===== src/rtl/wb_pkg.sv =====
// Shared types for the writeback stage: register address and the rd/data request
// carried from the ALU or the LSU queue to the regfile write port.
package wb_pkg;
  localparam int XLEN = 32;
  localparam int AW   = 5;

  typedef logic [AW-1:0] reg_addr_t;

  typedef struct packed {
    reg_addr_t       rd;
    logic [XLEN-1:0] data;
  } wb_req_t;

  function automatic logic is_x0(input reg_addr_t a);
    return a == '0;
  endfunction
endpackage


===== src/rtl/wb_fifo.sv =====
// LSU result queue for the writeback stage: no fall-through, so a pushed entry
// becomes visible on head the cycle after the push. Synchronous active-high flush.
module wb_fifo
  import wb_pkg::*;
#(
  parameter int  DEPTH = 4,
  parameter type T     = wb_req_t
) (
  input  logic clk,
  input  logic rst,
  input  logic push,
  input  T     din,
  input  logic pop,
  output logic full,
  output logic empty,
  output T     head
);
  localparam int PW = $clog2(DEPTH);

  T               mem [DEPTH];
  logic [PW-1:0]  wr_ptr;
  logic [PW-1:0]  rd_ptr;
  logic [PW:0]    count;
  logic           push_ok;
  logic           pop_ok;

  assign full    = (count == (PW+1)'(DEPTH));
  assign empty   = (count == '0);
  assign push_ok = push && !full;
  assign pop_ok  = pop && !empty;
  assign head    = mem[rd_ptr];

  always_ff @(posedge clk) begin
    if (rst) begin
      wr_ptr <= '0;
      rd_ptr <= '0;
      count  <= '0;
    end else begin
      if (push_ok) wr_ptr <= wr_ptr + 1'b1;
      if (pop_ok)  rd_ptr <= rd_ptr + 1'b1;
      count <= count + {{PW{1'b0}}, push_ok} - {{PW{1'b0}}, pop_ok};
    end
  end

  // Storage needs no reset; occupancy is tracked by count alone.
  always_ff @(posedge clk) begin
    if (push_ok) mem[wr_ptr] <= din;
  end
endmodule


===== src/rtl/wb_stage.sv =====
// Writeback stage: arbitrates ALU vs queued LSU results into one registered regfile write
// per cycle. Optional same-cycle read forwarding is enabled by defining WB_BYPASS_EN.
module wb_stage
  import wb_pkg::*;
#(
  parameter int FIFO_DEPTH = 4,
  parameter int STARVE_MAX = 3
) (
  input  logic            clk,
  input  logic            rst,
  input  logic            hold,
  input  logic            alu_valid,
  output logic            alu_ready,
  input  logic [AW-1:0]   alu_rd,
  input  logic [XLEN-1:0] alu_data,
  input  logic            lsu_valid,
  output logic            lsu_ready,
  input  logic [AW-1:0]   lsu_rd,
  input  logic [XLEN-1:0] lsu_data,
  output logic            we,
  output logic [AW-1:0]   waddr,
  output logic [XLEN-1:0] wdata
`ifdef WB_BYPASS_EN
  ,
  input  logic [AW-1:0]   rf_raddr1,
  input  logic [AW-1:0]   rf_raddr2,
  input  logic [XLEN-1:0] rf_rdata1,
  input  logic [XLEN-1:0] rf_rdata2,
  output logic [XLEN-1:0] fwd_rdata1,
  output logic [XLEN-1:0] fwd_rdata2
`endif
);
  localparam int SW = $clog2(STARVE_MAX + 1);

  wb_req_t        lsu_req;
  wb_req_t        head;
  wb_req_t        win;
  logic           full;
  logic           empty;
  logic           push;
  logic           grant_alu;
  logic           grant_lsu;
  logic           starved;
  logic [SW-1:0]  starve_cnt;

  assign lsu_ready = !full && !rst;
  assign push      = lsu_valid && lsu_ready;
  assign lsu_req   = '{rd: lsu_rd, data: lsu_data};

  wb_fifo #(
    .DEPTH (FIFO_DEPTH),
    .T     (wb_req_t)
  ) u_fifo (
    .clk   (clk),
    .rst   (rst),
    .push  (push),
    .din   (lsu_req),
    .pop   (grant_lsu),
    .full  (full),
    .empty (empty),
    .head  (head)
  );

  assign starved = (starve_cnt == SW'(STARVE_MAX));

  // Queue head normally wins; ALU takes the port when starved or when the queue is empty.
  always_comb begin
    grant_alu = 1'b0;
    grant_lsu = 1'b0;
    if (!rst && !hold) begin
      if (alu_valid && (starved || empty)) grant_alu = 1'b1;
      else if (!empty)                     grant_lsu = 1'b1;
    end
  end

  assign alu_ready = grant_alu;
  assign win       = grant_alu ? '{rd: alu_rd, data: alu_data} : head;

  always_ff @(posedge clk) begin
    if (rst) begin
      starve_cnt <= '0;
    end else if (!hold) begin
      if (!alu_valid || grant_alu) starve_cnt <= '0;
      else if (!starved)           starve_cnt <= starve_cnt + 1'b1;
    end
  end

  // x0 grants are consumed but leave the write port idle and zeroed.
  always_ff @(posedge clk) begin
    if (rst) begin
      we    <= 1'b0;
      waddr <= '0;
      wdata <= '0;
    end else if ((grant_alu || grant_lsu) && !is_x0(win.rd)) begin
      we    <= 1'b1;
      waddr <= win.rd;
      wdata <= win.data;
    end else begin
      we    <= 1'b0;
      waddr <= '0;
      wdata <= '0;
    end
  end

`ifdef WB_BYPASS_EN
  assign fwd_rdata1 = (we && waddr == rf_raddr1 && !is_x0(rf_raddr1)) ? wdata : rf_rdata1;
  assign fwd_rdata2 = (we && waddr == rf_raddr2 && !is_x0(rf_raddr2)) ? wdata : rf_rdata2;
`endif
endmodule


===== config.mk =====
export PLATFORM = sky130hd
export DESIGN_NAME = wb_stage
export DESIGN_NICKNAME = d
export VERILOG_FILES = /design/src/rtl/wb_pkg.sv /design/src/rtl/wb_fifo.sv /design/src/rtl/wb_stage.sv
export SDC_FILE = /design/constraint.sdc
export NUM_CORES = 1
export LEC_CHECK = 0
export ABC_AREA = 1
export CAP_MARGIN = 30
export CORE_UTILIZATION = 56
export CTS_BUF_LIST = sky130_fd_sc_hd__clkbuf_8
export CTS_CLUSTER_DIAMETER = 100
export DETAILED_ROUTE_END_ITERATION = 6
export GPL_TIMING_DRIVEN = 1
export PLACE_DENSITY = 0.82
export SYNTH_ARGS = -nofsm -noshare
export SYNTH_HDL_FRONTEND = slang
export SYNTH_SLANG_ARGS = --single-unit

===== constraint.sdc =====
create_clock -name clk -period 3.99 [get_ports clk]
set_input_delay 1.197 -clock clk [delete_from_list [all_inputs] [get_ports clk]]
set_output_delay 1.197 -clock clk [all_outputs]
set_load 0.02 [all_outputs]

==> results of run 1 <==
==> cell families after synthesis <==
| logic type | count (synthesis) | synth area share, % |
|---|---|---|
| AOI/OAI and AO/OA | 103 | 7.436 |
| xor gates and xnor gates | 1 | 0.1127 |
| adders and majority gates | 8 | 1.384 |
| buffers and inverters | 101 | 5.730 |
| DFF | 197 | 69.79 |
| and+or+nand+nor | 284 | 15.55 |
==> critical path, stage by stage <==
cell,delay [ps]
clkdlybuf4s50_1,460
buf_4,210
a21oi_1,200
clkdlybuf4s50_1,640
==> power breakdown <==
part           internal (mW)  switching, mW
Clock                  0.633          0.631
Sequential              2.37         0.0520
Combinational          0.403          0.629
==> cell type report <==
cell class	instances	area (um2)	share of cell area [%]
Inverter	66	247.7	2.602
Multi-Input combinational cell	396	1933	20.30
Tap cell	176	220.2	2.313
Timing Repair Buffer	134	1301	13.67
Clock inverter	13	130.1	1.367
Clock buffer	19	261.5	2.747
Sequential cell	197	5426	57.00
==> worst min-delay path by stage <==
stage               slack (ps)            end     startpoint
floorplan                  470  starve_cnt[1]  starve_cnt[1]
global placement           490  starve_cnt[1]  starve_cnt[1]
detailed placement         500  starve_cnt[1]  starve_cnt[1]
CTS                        510  starve_cnt[1]  starve_cnt[1]
global route               530  starve_cnt[1]  starve_cnt[1]
finish                     510  starve_cnt[1]  starve_cnt[1]
==> sequential cells by signal, summed over array words and instances, names as in the netlist, named ones only <==
name	cells
u_fifo.mem	148
wdata	32
u_fifo.rd_ptr	2
u_fifo.count	3
starve_cnt	2
waddr	5
u_fifo.wr_ptr	2
we	1
==> cell usage after synthesis, drive strengths merged <==
| library cell | count | share of area [%] |
|---|---|---|
| edfxtp | 148 | 57 |
| nand2 | 148 | 7.4 |
| nor2 | 115 | 6.3 |
| inv | 65 | 3.1 |
| o21ai | 64 | 4.1 |
| dfxtp | 49 | 13 |
| o22ai | 32 | 2.6 |
| clkbuf | 18 | 0.87 |
| buf | 17 | 1.7 |
| nand3 | 11 | 0.93 |
| ha | 7 | 1.1 |
| nand4 | 5 | 0.40 |
| nor3b | 4 | 0.39 |
| a211oi | 3 | 0.29 |
| a21oi | 2 | 0.13 |
| a31oi | 1 | 0.081 |
| clkinv | 1 | 0.048 |
| fa | 1 | 0.26 |
| nand3b | 1 | 0.097 |
| o21bai | 1 | 0.24 |
| xor2 | 1 | 0.11 |
==> routing by layer <==
metal  track usage (%)  up-vias
met1             27.97     2551
met2             42.99      224
met3             5.989       33
met5                 0        -
met4             11.17        0
li1                  -     2557
==> impl_metrics.toml, run 1 <==
[synth]
ys_seq_elements = 197
syn_inst = 694
synth_seq_area_share_pct = 69.79
syn_area_um2 = 7774
ys_warn_count = 0
syn_nets = 781
syn_area_per_cell_um2 = 11.20
synth_cell_types = 31

[detailed_routing]
drt-pass1-iter-count = 7
drc = 2
wl_met3_um = 1209
routed_wl_um = 16610
dr_total_vias = 5365
wl_met2_um = 8400
vias_per_cell = 5.360
wire_per_inst_um = 16.59
top_layer_used = "met4"
drtIter0Drc = 435
wl_met1_um = 6568
antenna_left = 0

[grt]
grtUsageTotal_pct = 24.40
grt_pass1_vias = 5453
antenna_found_initial = 0
grt-ovfl-total = 0
grt_max_degree = 75
grt_first_pass_wirelength_um = 26100

[placement]
routabilityCongestion = 0.7981
pre_cts_slack_ps = 111.3
dp_cells = 969
dp_hpwl_um = 9966
port_buffers = 118
dpl_cell_area_um2 = 9129

[worst_hold_path]
min_path_cells = 2
hold_path.class = "reg -> reg"

[sta]
setup_viol = 0
timing.final.crit_period_ps = 3910
rsz0062_at_grt = "false"
fmax_mhz = 255.7
fin_ws_ps = 79.69
tns_ps = 0
period_share_pct = 98.00
skew_ps = 13.06
tightest_slew_ps = 842.8
holdWs_ps = 506.3
maxSlewViolCount = 0
maxSlewHeadroom_pct = 43.47
timing_hold_violations_final = 0

[clock_tree]
cts.sinks = 197
root_buffer = "clkbuf_8"
cts-buffers-inserted = 17
htreeDepth = 4
ctsHoldBuffers = 0
cts_resized = 0
cts_tree = "built"
clkLatencyLatePin_ps = 460
cts.clk_slew.worst_paths_ps = 80
clock_path_buffers = 2
postCtsSetupBuffers = 0

[pwr]
total_power_mw = 4.716
vdd_ir_drop_max_uv = 342.0
power_leakage_nw = 3.720
powerDensity_nw_per_um2 = 495.4

[layout]
drive_gt1_share_pct = 9.576
nNetsFinal = 899
antennaDiodeCount = 0
design_area_um2 = 9520
layout_common_cells = "edfxtp_1 (148), nand2_1 (142), clkdlybuf4s50_1 (118)"
syn_to_final_growth_pct = 22.47
fin_cells = 1001
final_util_pct = 71.05
n_fill_cell = 891
final_common_cell = "edfxtp_1"

[critical_path]
critical_path.endpoint = "lsu_ready"
critPathMaxFanout = 12
worstSetupPathType = "in -> out"
critical_path.startpoint = "rst"
rr_endpoint = "wdata[11]"
r2r_cells = 12
end_kind = "output pin"
crit_arrival_ps = 2710
cp-start-kind = "input port"
r2r_slack_ps = 920
cp_data_required_time_ps = 2790

[run_status]
violations = "DRC"
status = "complete, but fails checks"

[floorplanning]
core.rowCount = 42
die_width_um = 119.8
die_h_um = 119.8
coreArea_um2 = 13400
die_area_um2 = 14360
io-pin-count = 119
initial_core_util_pct = 58.01

[run]
maxCapViolations = 0
Note: power is estimated with default switching activity, not from simulation.
==> run 2: changes to the inputs <==
Settings changed: CTS_CLUSTER_SIZE set to 8.
==> results of run 2 <==
Final layout, timing and power as in run 1 (identical DEF).
